File: src/rtl/ws_frame_sequencer.sv
// ws_frame_sequencer: WS2812 frame scheduler for one LED chain.
// On each refresh tick it snapshots every pixel colour and the brightness,
// streams brightness-scaled GRB words to the bit serializer over a
// valid/ready handshake, waits for the serializer to drain, then holds
// the line idle for the latch gap before the next frame may start.
//
// Ports:
//   clk, rst     rising-edge clock, asynchronous active-high reset
//   enable       allows new frames to start; a frame in flight always completes
//   pix_in       NUM_PIX packed {R,G,B} words, pixel k at [24k+23:24k]
//   bright       global brightness, sampled when a frame is loaded
//   px_valid     px_data holds a word for the serializer
//   px_data      scaled pixel word in {G,R,B} order
//   px_ready     serializer accepts px_data this cycle
//   ser_busy     serializer still shifting out bits
//   busy         sequencer is in any state other than IDLE
//   frame_done   one-cycle pulse after the latch gap
module ws_frame_sequencer #(
    parameter int unsigned NUM_PIX        = 7,
    parameter int unsigned REFRESH_CYCLES = 400000,
    parameter int unsigned LATCH_CYCLES   = 1200
) (
    input  logic                    clk,
    input  logic                    rst,
    input  logic                    enable,
    input  logic [24*NUM_PIX-1:0]   pix_in,
    input  logic [7:0]              bright,
    output logic                    px_valid,
    output logic [23:0]             px_data,
    input  logic                    px_ready,
    input  logic                    ser_busy,
    output logic                    busy,
    output logic                    frame_done
);

    localparam int unsigned IDX_W = (NUM_PIX > 1) ? $clog2(NUM_PIX) : 1;
    localparam int unsigned REF_W = (REFRESH_CYCLES > 1) ? $clog2(REFRESH_CYCLES) : 1;
    localparam int unsigned LAT_W = (LATCH_CYCLES > 1) ? $clog2(LATCH_CYCLES) : 1;

    localparam logic [IDX_W-1:0] IDX_LAST = IDX_W'(NUM_PIX - 1);
    localparam logic [REF_W-1:0] REF_MAX  = REF_W'(REFRESH_CYCLES - 1);
    localparam logic [LAT_W-1:0] LAT_MAX  = LAT_W'(LATCH_CYCLES - 1);

    typedef enum logic [2:0] {
        IDLE,
        LOAD,
        SEND,
        DRAIN,
        LATCH
    } state_t;

    state_t           state;
    logic [REF_W-1:0] ref_cnt;
    logic             tick_c;
    logic             pending;
    logic [IDX_W-1:0] idx;
    logic [IDX_W-1:0] idx_nx_c;
    logic [LAT_W-1:0] lat_cnt;
    logic [7:0]       br_q;
    logic [23:0]      fb [NUM_PIX];

    // Scale each channel by (bright+1)/256 and reorder {R,G,B} -> {G,R,B}.
    function automatic logic [23:0] scale(input logic [23:0] rgb, input logic [7:0] b);
        logic [15:0] k;
        logic [15:0] pr;
        logic [15:0] pg;
        logic [15:0] pb;
        k  = 16'(b) + 16'd1;
        pr = 16'(rgb[23:16]) * k;
        pg = 16'(rgb[15:8])  * k;
        pb = 16'(rgb[7:0])   * k;
        return {pg[15:8], pr[15:8], pb[15:8]};
    endfunction

    assign tick_c   = (ref_cnt == REF_MAX);
    assign idx_nx_c = idx + IDX_W'(1);

    // Free-running frame-period counter, independent of enable and state.
    always_ff @(posedge clk or posedge rst) begin
        if (rst) begin
            ref_cnt <= '0;
        end else begin
            ref_cnt <= tick_c ? '0 : ref_cnt + REF_W'(1);
        end
    end

    // Frame snapshot; only meaningful once a LOAD has happened, so no reset.
    always_ff @(posedge clk) begin
        if (state == LOAD) begin
            for (int k = 0; k < NUM_PIX; k++) begin
                fb[k] <= pix_in[24*k +: 24];
            end
        end
    end

    // Frame sequencing FSM with registered outputs.
    always_ff @(posedge clk or posedge rst) begin
        if (rst) begin
            state      <= IDLE;
            px_valid   <= 1'b0;
            px_data    <= '0;
            busy       <= 1'b0;
            frame_done <= 1'b0;
            pending    <= 1'b0;
            idx        <= '0;
            lat_cnt    <= '0;
            br_q       <= '0;
        end else begin
            frame_done <= 1'b0;
            // Ticks that cannot start a frame right away collapse into one request.
            if (tick_c && ((state != IDLE) || !enable)) begin
                pending <= 1'b1;
            end
            case (state)
                IDLE: begin
                    if (enable && (tick_c || pending)) begin
                        state   <= LOAD;
                        busy    <= 1'b1;
                        pending <= 1'b0;
                    end
                end
                LOAD: begin
                    idx      <= '0;
                    br_q     <= bright;
                    px_data  <= scale(pix_in[23:0], bright);
                    px_valid <= 1'b1;
                    state    <= SEND;
                end
                SEND: begin
                    if (px_ready) begin
                        if (idx == IDX_LAST) begin
                            px_valid <= 1'b0;
                            state    <= DRAIN;
                        end else begin
                            idx     <= idx_nx_c;
                            px_data <= scale(fb[idx_nx_c], br_q);
                        end
                    end
                end
                DRAIN: begin
                    if (!ser_busy) begin
                        lat_cnt <= '0;
                        state   <= LATCH;
                    end
                end
                LATCH: begin
                    if (lat_cnt == LAT_MAX) begin
                        frame_done <= 1'b1;
                        busy       <= 1'b0;
                        state      <= IDLE;
                    end else begin
                        lat_cnt <= lat_cnt + LAT_W'(1);
                    end
                end
                default: begin
                    state <= IDLE;
                end
            endcase
        end
    end

endmodule

File: config.mk
export PLATFORM = sky130hd
export DESIGN_NAME = ws_frame_sequencer
export DESIGN_NICKNAME = d
export VERILOG_FILES = /design/src/rtl/ws_frame_sequencer.sv
export SDC_FILE = /design/constraint.sdc
export NUM_CORES = 1
export LEC_CHECK = 0
export BUFFER_PORTS_ARGS = -buffer_cell sky130_fd_sc_hd__buf_2
export CAP_MARGIN = 10
export CORE_MARGIN = 5
export CORE_UTILIZATION = 60
export CTS_BUF_LIST = sky130_fd_sc_hd__clkbuf_2 sky130_fd_sc_hd__clkbuf_4 sky130_fd_sc_hd__clkbuf_8
export CTS_CLUSTER_DIAMETER = 100
export DETAILED_ROUTE_END_ITERATION = 10
export GPL_ROUTABILITY_DRIVEN = 0
export MAX_ROUTING_LAYER = met4
export PLACE_DENSITY_LB_ADDON = 0.1
export SETUP_SLACK_MARGIN = 0.5
export SKIP_CTS_REPAIR_TIMING = 1
export SYNTH_ARGS = -nofsm -noshare
export SYNTH_HDL_FRONTEND = slang
export SYNTH_SLANG_ARGS = --single-unit
File: constraint.sdc
create_clock -name clk -period 15.3 [get_ports clk]
set_input_delay 0.765 -clock clk [delete_from_list [all_inputs] [get_ports clk]]
set_output_delay 0.765 -clock clk [all_outputs]
set_load 0.02 [all_outputs]
**Yosys cells after proc, flatten, opt, wreduce, memory -nomap -nowiden**

Memory sizes are Yosys's and may differ from the RTL's.
Index checks and enable logic that the tools add are counted.
W data, S select, Z words.

- Bitwise logic cells: 0
- $lt $le $gt $ge: 0
- Reduce and logical (&&, ||, !) cells: 15
- Shift operators: 0
- Equal/unequal tests: 14
- Div/mod/pow operators: 0
- $mul: 6
- Add/sub/neg operators: 5
- Multiplexer cells: 29

Operators with widths:

| operator | count |
|---|---|
| $mul A8 B9 Y16 | 6 |
| $mux W24 | 2 |
| $pmux W24 S2 | 1 |
| $mux W11 | 2 |
| $pmux W11 S2 | 1 |
| $mux W3 | 7 |
| $add A19 B1 Y19 const B | 1 |
| $eq A19 B19 Y1 const B | 1 |
| $mux W19 | 1 |
| $add A8 B1 Y9 const B | 2 |
| $pmux W3 S5 | 1 |
| $ne A2 B2 Y1 const B | 7 |
| $reduce_and A3 Y1 | 4 |
| $add A11 B1 Y11 const B | 1 |
| $eq A11 B11 Y1 const B | 1 |
| $mux W1 | 11 |
| $eq A3 B2 Y1 const B | 2 |
| $eq A3 B3 Y1 const B | 2 |
| $pmux W3 S2 | 1 |
| $reduce_bool A2 Y1 | 3 |
| $reduce_and A5 Y1 | 1 |
| $pmux W1 S2 | 2 |
| $add A3 B1 Y3 const B | 1 |
| $eq A3 B1 Y1 const B | 1 |
| 5 further kinds | 7 |

- Memories: 1
- RAM bits: 168
- Register bits after elaboration: 72
- Bits in latches: 0
- Bits in read-only memories: 0
- Word-level logic and storage cells: 80
- Output and inout bits: 27
- Input port bits: 181

Memory list:

| name | words | width | rd ports | clocked after Yosys merged registers in | write ports | line | RTL |
|---|---|---|---|---|---|---|---|
| fb | 7 | 24 | 1 | 0 | 7 | 60 | `logic [23:0] fb [NUM_PIX];` |

**Logic depth before layout (Yosys ltp)**

Gate-level depths: netlist of run 1.

- Depth after elaboration: 6
- Mapped depth: 30
- Mapped depth without buffers: 23

**Least setup slack after synthesis of run 1**

OpenSTA, ideal clock, no wires.

- Path kind: register to register
- Start: register idx[0]
- End: register px_data[15]
- Buffers on the path: 9
- Library setup time: 104 ps
- Period minus slack after synthesis: 7,681 ps
- Path slack: 7,619 ps
- Data arrival time: 7,577 ps
- Stages on the path, launching flop included: 30
- Data required time: 15,196 ps
- Cells stage by stage: dfrtp_1 -> buf_4 -> buf_8 -> buf_2 -> buf_2 -> buf_2 -> inv_1 -> ha_1 -> clkbuf_1 -> clkbuf_1 -> buf_1 -> clkbuf_1 -> a21oi_1 -> or2_2 -> fa_1 -> fa_1 -> inv_1 -> fa_1 -> inv_1 -> fa_1 -> inv_1 -> ha_1 -> a211oi_1 -> o21bai_1 -> a21oi_1 -> a21oi_2 -> o41ai_1 -> o21ai_1 -> xnor2_1 -> a221oi_1

- Longest elaborated chain between the ends: 6
- Elaborated cells between the ends (all ways): 9
- Classes of those cells: add/sub: 1; mul: 1; eq/ne: 2; mux: 3; reduce/logical: 1; memory: 1

Ends and longest elaborated chain:

| what | line | RTL |
|---|---|---|
| start: declaration | 56 | `logic [IDX_W-1:0] idx;` |
| start signal: assignment | 135 | `idx <= idx_nx_c;` |
| $add A3 B1 Y3 | 76 | `assign idx_nx_c = idx + IDX_W'(1);` |
| $mem_v2 Z7 W24 | -- |  |
| $mul A8 B9 Y16 | 69 | `pr = 16'(rgb[23:16]) * k;` |
| $mux W24 | 131 | `if (idx == IDX_LAST) begin` |
| $mux W24 | 130 | `if (px_ready) begin` |
| $pmux W24 S2 | 114 | `case (state)` |
| end signal: assignment | 125 | `px_data <= scale(pix_in[23:0], bright);` |
| end signal: assignment | 136 | `px_data <= scale(fb[idx_nx_c], br_q);` |
| end: declaration | 29 | `output logic [23:0] px_data,` |

Parallel ways exist; a longest one is shown, timed or not. The select of a mux whose other input is x is not followed.
A chain may end at the register's enable or synchronous reset.

**Final worst setup path of run 1**

- Start: register idx[0]
- End: register px_data[22]

- Longest elaborated chain between the ends: 6
- Elaborated cells between the ends (all ways): 9
- Classes of those cells: add/sub: 1; mul: 1; eq/ne: 2; mux: 3; reduce/logical: 1; memory: 1

Ends and longest elaborated chain:

| what | line | RTL |
|---|---|---|
| $add A3 B1 Y3 | 76 |  |
| $mem_v2 Z7 W24 | -- |  |
| $mul A8 B9 Y16 | 70 | `pg = 16'(rgb[15:8]) * k;` |
| $mux W24 | 131 |  |
| $mux W24 | 130 |  |
| $pmux W24 S2 | 114 |  |

Parallel ways exist; a longest one is shown, timed or not. The select of a mux whose other input is x is not followed.

==> results.cfg, run 1 <==
[finish]
syn_to_final_growth_pct = 11.2
drive_above_1_share = 0.162
final_nets = 2902
n_fill_cell = 2833
most-common-layout-cells = inv_1, nor2_1, fa_1, buf_2, ha_1
design_area_um2 = 24400
final_common_cell = inv_1

[clocking]
h-tree-depth = 2
clkSinkCount = 240
ctsRootBufferMaster = clkbuf_8
clk_path_buf_depth = 3
cts_inserted_buffers = 43
clock_latency_ns = 0.60
cts_tree = done
path_clk_slew_ns = 0.06

[timing]
skew_ns = 0.0251
slew_headroom = 0.299
worst_pin_slew_ns = 1.05
fmax_mhz = 131
hold_viol = 0
fin_crit_sh = 0.499
finalSetupViolCount = 0
rsz0062_at_grt = no
fin_ws_ns = 7.67
tns_ns = 0
slew_viol_final = 0
final.min_clock_period_ns = 7.63

[worst_hold_path]
hold_class = input port to flop

[route]
avgViaCountPerCell = 5.67
drtIter0Drc = 1108
drc = 0
wirelength_um = 56600
post_drt_wl_per_cell_um = 20.3
drtAntennaViolNets = 0
num_vias = 15800
firstDrtPassIters = 6

[floorplan]
core_area_um2 = 36300
boundaryPins = 208
fp-row-count = 70
initial_core_util = 0.603
dieArea_um2 = 40400
dieHeight_um = 201
die_w_um = 201

[outcome]
status = completed

[synth]
netlist_area_um2 = 21900
avgSynthCellArea_um2 = 10.6
synth_edf_count = 168
ys_ff_latch = 240
synthArstFlopShare = 0.300
yosys_warnings = 0
synth_cells = 2077
synth_cell_type_count = 75
ys_seq_area_frac = 0.312
syn-num-nets = 2696
synth_top_flop_cell = edfxtp_1

[critical_path]
critical_path_arrival_ns = 8.12
startpoint_type = flop
r2r_end = px_data[22]
worstRegToRegCells = 22
worstReg2RegStart = idx[0]
endpoint_kind = flop
worstSetupEndpoint = px_data[22]
critical_path_class = flop to flop
path_max_fanout = 42
crit_path_start = idx[0]
crit_required_ns = 15.80
reg2reg_setup_slack_ns = 7.67

[global_routing]
grt.total_usage = 0.292
grt_first_pass_wirelength_um = 89400
grt_max_degree = 87
grt_overflow_total = 0
antenna_found_initial = 2
first_global_vias = 16700

[run]
max-cap-violations = 0

[place]
portBuffers = 207
dpl_cell_area_um2 = 23500
dp_slack_ns = 7.71
dp.final_hpwl_um = 43400
## synthesized netlist by cell type (3+ instances only)
master | count | share of area
and2_1 | 92 | 0.026
xor2_1 | 29 | 0.012
o21bai_1 | 3 | 0.0010
xnor2_1 | 65 | 0.026
and4_1 | 4 | 0.0016
or3_1 | 4 | 0.0011
fa_1 | 240 | 0.22
nor4_1 | 3 | 0.00086
o31ai_1 | 4 | 0.0014
o21a_1 | 7 | 0.0024
nor2b_1 | 101 | 0.029
nand2_1 | 100 | 0.017
nand4_1 | 8 | 0.0023
a21o_1 | 11 | 0.0038
or2_2 | 26 | 0.0074
nand4b_1 | 4 | 0.0016
nor2_1 | 259 | 0.044
a21oi_1 | 51 | 0.012
mux4_2 | 24 | 0.025
clkbuf_1 | 58 | 0.0099
and3_1 | 11 | 0.0031
o21ai_0 | 29 | 0.0066
a211oi_1 | 24 | 0.0082
nor3_1 | 19 | 0.0043
a31oi_1 | 7 | 0.0020
buf_2 | 4 | 0.00091
inv_1 | 302 | 0.052
nand2b_1 | 24 | 0.0069
nand3b_1 | 3 | 0.0010
ha_1 | 198 | 0.11
nand3_1 | 34 | 0.0078
mux2i_1 | 34 | 0.016
edfxtp_1 | 168 | 0.23
buf_1 | 4 | 0.00068
a221o_1 | 3 | 0.0014
dfrtp_1 | 72 | 0.082
a22oi_1 | 3 | 0.0010
## cells by family after synthesis
| group | synth area share |
|---|---|
| mux | 0.0407 |
| compound gates | 0.0518 |
| simple gates | 0.159 |
| buf+inv | 0.0650 |
| flops | 0.312 |
| xor+xnor | 0.0388 |
| fa+ha+maj | 0.332 |
## per-layer routing
metal | part of all wire | vias up | wire length [µm] | global-route usage
met5 | 0 | - | 0 | -
li1 | - | 7195 | - | -
met4 | 0.051 | 0 | 2910 | 0.132
met1 | 0.40 | 7925 | 22600 | 0.366
met3 | 0.061 | 152 | 3430 | 0.0446
met2 | 0.49 | 532 | 27700 | 0.473
## layout make-up
type	instances	area (µm²)	share of cell area
clock buffers	59	724	0.0297
well taps	468	586	0.0240
flip-flops and latches	240	6850	0.281
repair buffers	230	1210	0.0496
clock inverters	20	161	0.00662
multi-input cells	1465	13700	0.562
inverters	303	1140	0.0469
diodes	3	7.51	0.000308
## sequential cells by signal, indices dropped and copies added, names as in the netlist
register    count
br_q            8
busy            1
fb            168
frame_done      1
idx             3
lat_cnt        11
pending         1
px_data        24
px_valid        1
ref_cnt        19
state           3
## how the worst min path moves through the flow
| stage | from | end | slack, ns | cells after the start |
|---|---|---|---|---|
| after floorplan | ref_cnt[0] | ref_cnt[0] | 0.43 | 1 |
| after global placement | ref_cnt[0] | ref_cnt[0] | 0.44 | 1 |
| after detailed placement | ref_cnt[0] | ref_cnt[0] | 0.45 | 1 |
| after CTS | pix_in[85] | fb[3][13] | 0.31 | 1 |
| after global routing | pix_in[61] | fb[2][13] | 0.30 | 1 |
| final | pix_in[60] | fb[2][12] | 0.34 | 1 |
## critical path, stage by stage (launching register included)
cell	delay, ns
dfrtp_4	0.47
ha_1	0.29
xnor2_4	0.66
buf_4	0.57
mux4_2	0.47
a21oi_1	0.77
nor2_1	0.16
fa_1	0.46
fa_1	0.50
inv_1	0.06
fa_1	0.52
inv_1	0.05
fa_1	0.46
ha_1	0.32
a21o_1	0.17
a21o_1	0.17
a21o_1	0.18
a21oi_1	0.26
nand3_1	0.17
a31oi_1	0.29
o21bai_1	0.11
xnor2_1	0.13
a311oi_1	0.26
## stage by stage
stage,util,hold slack (ns),instances
after floorplan,-,0.425,2077
after global placement,0.646,0.441,2706
after detailed placement,0.646,0.453,2706
after CTS,0.670,0.307,2785
after global routing,0.670,0.303,2787
final,0.670,0.336,2788
Power of run 1 is not shown: default switching activity piles up to over one toggle a cycle in this logic, so the estimate is an artifact.
==> run 2: changes to the inputs <==
==> constraint.sdc (replaced) <==
create_clock -name clk -period 7.6 [get_ports clk]
set_input_delay 0.38 -clock clk [delete_from_list [all_inputs] [get_ports clk]]
set_output_delay 0.38 -clock clk [all_outputs]
set_load 0.02 [all_outputs]
==> run 2 against run 1 <==
  * First-iteration DRC count grew 27%
  * Sequential share of layout area shrank 1.6 points
  * Die area is the same
  * Routed wire length grew 6.1%
  * Final cell count grew 5.2%
  * Final area grew 6.2%
  * Setup slack lost 6.8 ns
  * Register-to-register slack lost 6.8 ns
  * Via count grew 5.7%
  * Critical path depth shrank 2
  * Global-route usage shrank 0.68 points
  * Flip-flop and latch count is the same
  * Critical path type unchanged
==> results.cfg, run 2 (synthesis gave the netlist of run 1 again) <==
[route]
avgViaCountPerCell = 5.69
drc = 0
wl_met1_um = 23500
drtAntennaViolNets = 0
routed.top_layer = met4
wl_met2_um = 30000
post_drt_wl_per_cell_um = 20.5
firstDrtPassIters = 6
wirelength_um = 60000
drtIter0Drc = 1408
met3_length_um = 3860
num_vias = 16700

[clocking]
cts_tree = done
clk_path_buf_depth = 3
clock_latency_ns = 0.58
cts_inserted_buffers = 41
clkSinkCount = 240
path_clk_slew_ns = 0.07
h-tree-depth = 2
ctsRootBufferMaster = clkbuf_8

[timing]
hold_viol = 0
fmax_mhz = 149
final.min_clock_period_ns = 6.71
fin_crit_sh = 0.883
finalSetupViolCount = 0
worst_pin_slew_ns = 1.20
tns_ns = 0
rsz0062_at_grt = no
slew_viol_final = 0
slew_headroom = 0.197
skew_ns = 0.0309

[finish]
final_nets = 3052
final_common_cell = inv_1
most-common-layout-cells = inv_1, nor2_1, fa_1, buf_2, ha_1
drive_above_1_share = 0.160
top_regs = fb (168), px_data (24), ref_cnt (19)
multi_input_area_um2 = 13700
syn_to_final_growth_pct = 18.1
n_fill_cell = 2663
regArea_um2 = 6850
regMostFlops = fb
largest_reg_flops = 168

[critical_path]
r2r_end = px_data[7]
endpoint_kind = flop
cp_num_buf_inv = 4
path_max_fanout = 54
worstReg2RegStart = idx[0]
crit_path_start = idx[0]
critPathSlowestCell = a21oi_1
reg2reg_setup_slack_ns = 0.89
critical_path_class = flop to flop
worstRegToRegCells = 20
crit_required_ns = 8.05
critical_path_arrival_ns = 7.15
slowest_delay_ns = 0.75
crit_path_cell_trace = buf_6 > mux4_2 > a21oi_1 > or2_2 > fa_1 > fa_1 > inv_1 > fa_1 > inv_1 > fa_1 > inv_1 > ha_1 > a211oi_1 > o311ai_4 > a31oi_2 > o21ai_2 > o41ai_1 > nor3_1 > a21oi_1 > nand3_1
crit_family = compound AO/OA/AOI/OAI gates
cp_common_cell = fa_1
startpoint_type = flop

[floorplan]
fp-row-count = 70
core_area_um2 = 36300
boundaryPins = 208
die_w_um = 201
dieArea_um2 = 40400
initial_core_util = 0.603
dieHeight_um = 201

[place]
portBuffers = 207
dp.final_hpwl_um = 43400

[run]
max-cap-violations = 0

[global_routing]
antenna_found_initial = 2
first_global_vias = 16400
grt.total_usage = 0.285
grt_first_pass_wirelength_um = 88300
grt_overflow_total = 0
grt_max_degree = 99

[outcome]
status = completed

[worst_hold_path]
min_from = pix_in[102]
hold_class = input port to flop
hold_depth = 1
holdPathEnd = fb[4][6]
run 2: worst max-delay path by stage:
stage	to	slack, ns	depth (start not counted)
after detailed placement	px_data[15]	0.72	22
after global placement	px_data[15]	0.90	22
after floorplan	px_data[7]	0.58	29
after global routing	px_data[7]	0.53	20
after CTS	px_data[15]	0.68	22
final	px_data[7]	0.89	20
run 2: final cells by class:
type	count	share of cell area
clock inverters	17	0.00735
repair buffers	382	0.105
multi-input cells	1465	0.529
clock buffers	58	0.0270
diodes	1	0.0000967
well taps	468	0.0226
flip-flops and latches	240	0.265
inverters	303	0.0442
run 2: per-stage QoR:
| step | std cells | setup WS [ns] | util | hold slack [ns] | area [µm²] |
|---|---|---|---|---|---|
| 6_report | 2934 | 0.893 | 0.712 | 0.00305 | 25900 |
| 5_1_grt | 2934 | 0.527 | 0.712 | -0.00994 | 25900 |
| 4_1_cts | 2799 | 0.685 | 0.675 | -0.0496 | 24500 |
| 3_5_place_dp | 2724 | 0.723 | 0.650 | 0.450 | 23600 |
| 3_3_place_gp | 2724 | 0.896 | 0.650 | 0.439 | 23600 |
| 2_1_floorplan | 2077 | 0.576 | - | 0.425 | 21900 |
run 2: worst reg2reg max path: stages, from the launching register on:
cell and delay, ns:
dfrtp_4 0.42, buf_6 0.57, mux4_2 0.63, a21oi_1 0.75
or2_2 0.25, fa_1 0.43, fa_1 0.55, inv_1 0.05
fa_1 0.47, inv_1 0.05, fa_1 0.47, inv_1 0.04
ha_1 0.20, a211oi_1 0.37, o311ai_4 0.17, a31oi_2 0.34
o21ai_2 0.13, o41ai_1 0.38, nor3_1 0.09, a21oi_1 0.14
nand3_1 0.08
run 2: layer usage:
metal / track usage / vias up
met5: - / -
met4: 0.0959 / 0
met3: 0.0324 / 160
met2: 0.472 / 691
met1: 0.371 / 8357
li1: - / 7490
Power of run 2 is left out for the same reason.
==> run 3: changes to the inputs <==
--- a/config.mk
+++ b/config.mk
@@ -15,6 +15,7 @@
 export GPL_ROUTABILITY_DRIVEN = 0
 export MAX_ROUTING_LAYER = met4
 export PLACE_DENSITY_LB_ADDON = 0.1
+export REMOVE_ABC_BUFFERS = 1
 export SETUP_SLACK_MARGIN = 0.5
 export SKIP_CTS_REPAIR_TIMING = 1
 export SYNTH_ARGS = -nofsm -noshare
==> run 3 against run 2 <==
  * Core utilization is 0.36 points higher
  * Fmax is 1.9% lower
  * Register-to-register slack worse by 0.13 ns
  * Critical endpoint unchanged
  * Die area stayed put
  * Largest cell class unchanged
  * Setup slack worse by 0.13 ns
  * Clock-buffer cell count is 4 higher
  * Worst hold slack better by 0.066 ns
  * Sequential share of layout area is 0.13 points lower
==> results.cfg, run 3 (synthesis gave the netlist of run 1 again) <==
[route]
firstDrtPassIters = 5
drtAntennaViolNets = 0
drtIter0Drc = 1252
avgViaCountPerCell = 5.55
wirelength_um = 56900
num_vias = 16400
drc = 0
post_drt_wl_per_cell_um = 19.3

[global_routing]
grt_overflow_total = 0
antenna_found_initial = 2
grt_max_degree = 107
grt_first_pass_wirelength_um = 87800
grt.total_usage = 0.279
first_global_vias = 16800

[floorplan]
initial_core_util = 0.603
fp-row-count = 70
dieArea_um2 = 40400
dieHeight_um = 201
boundaryPins = 208
die_w_um = 201
core_area_um2 = 36300

[critical_path]
critPathSlowestCell = dfrtp_4
endpoint_kind = flop
cp_common_cell = fa_1
crit_path_cell_trace = ha_1 > xnor2_4 > buf_12 > mux4_2 > a21oi_1 > nor2b_1 > fa_1 > fa_1 > fa_1 > inv_1 > fa_1 > inv_1 > ha_1 > a211oi_1 > o311ai_4 > a31oi_2 > o21ai_2 > o41ai_1 > nor3_1 > a21oi_1 > nand3_1
startpoint_type = flop
crit_family = adder cells
critical_path_class = flop to flop
crit_required_ns = 8.08
critical_path_arrival_ns = 7.31
path_max_fanout = 51
slowest_delay_ns = 0.59
cp_num_buf_inv = 3

[timing]
hold_viol = 0
skew_ns = 0.0290
worst_pin_slew_ns = 1.06
final.min_clock_period_ns = 6.84
slew_viol_final = 0
fin_crit_sh = 0.900
fmax_mhz = 146
tns_ns = 0
rsz0062_at_grt = yes
slew_headroom = 0.288
finalSetupViolCount = 0

[finish]
regMostFlops = fb
most-common-layout-cells = inv_1, nor2_1, fa_1, buf_2, ha_1
regArea_um2 = 6850
syn_to_final_growth_pct = 18.6
final_nets = 3066
multi_input_area_um2 = 13700
top_regs = fb (168), px_data (24), ref_cnt (19)
largest_reg_flops = 168
n_fill_cell = 2638
final_common_cell = inv_1
drive_above_1_share = 0.163

[clocking]
clkSinkCount = 240
cts_inserted_buffers = 43
path_clk_slew_ns = 0.06
clk_path_buf_depth = 3
ctsRootBufferMaster = clkbuf_8
h-tree-depth = 2
clock_latency_ns = 0.60
cts_tree = done

[run]
max-cap-violations = 0

[place]
portBuffers = 207
dp.final_hpwl_um = 40700

[worst_hold_path]
hold_class = input port to flop

[outcome]
status = completed
run 3: changes by cell type in the layout (fill, tap and decap cells not counted), moves of 3 or more:
| cell | previous run | this run |
|---|---|---|
| clkbuf_8 | 42 | 47 |
| dlygate4sd3_1 | 129 | 144 |
| a21oi_1 | 50 | 44 |
| clkinv_2 | 4 | 7 |
| a21oi_2 | 2 | 8 |
| bufinv_16 | 4 | 1 |
| clkinvlp_4 | 1 | 5 |
run 3: path summary, 6_finish.rpt:
path | startpoint | to | slack, ns | cells after the start
min in group asynchronous | rst | px_valid | 0.08 | 3
max in group asynchronous | rst | idx[0] | 6.80 | 3
worst min-delay path | bright[7] | br_q[7] | 0.07 | 3
worst min register to register | ref_cnt[0] | ref_cnt[0] | 0.46 | 1
worst max-delay path | idx[0] | px_data[7] | 0.76 | 21
worst max register to register | idx[0] | px_data[7] | 0.76 | 21
run 3: final cells by class:
type,count,share of cell area
Timing Repair Buffer,394,0.109
Inverter,303,0.0440
Clock inverter,17,0.00452
Clock buffer,62,0.0292
Tap cell,468,0.0225
Sequential cell,240,0.263
Multi-Input combinational cell,1465,0.527
Antenna cell,3,0.000289
run 3: worst register-to-register path, stage by stage (launching register included):
cell and delay (ns):
dfrtp_4 0.59, ha_1 0.33, xnor2_4 0.20, buf_12 0.27, mux4_2 0.44, a21oi_1 0.58, nor2b_1 0.14, fa_1 0.54
fa_1 0.44, fa_1 0.49, inv_1 0.05, fa_1 0.47, inv_1 0.04, ha_1 0.32, a211oi_1 0.35, o311ai_4 0.17
a31oi_2 0.41, o21ai_2 0.14, o41ai_1 0.43, nor3_1 0.11, a21oi_1 0.14, nand3_1 0.08
run 3: through the flow:
stage	util	cells	instance area (µm²)	hold slack (ns)	setup WS (ns)
2_1_floorplan	-	2008	21600	0.425	-0.452
3_3_place_gp	0.651	2726	23600	0.438	1.00
3_5_place_dp	0.651	2726	23600	0.449	0.765
4_1_cts	0.675	2805	24500	-0.0842	0.723
5_1_grt	0.715	2951	26000	0.0668	0.459
6_report	0.715	2952	26000	0.0695	0.764
run 3: layer usage:
| metal | global-route usage | wire, µm |
|---|---|---|
| met5 | - | 0 |
| met4 | 0.0816 | 1500 |
| met1 | 0.379 | 24000 |
| met2 | 0.449 | 28300 |
| met3 | 0.0353 | 3110 |
Power of run 3 is left out for the same reason.
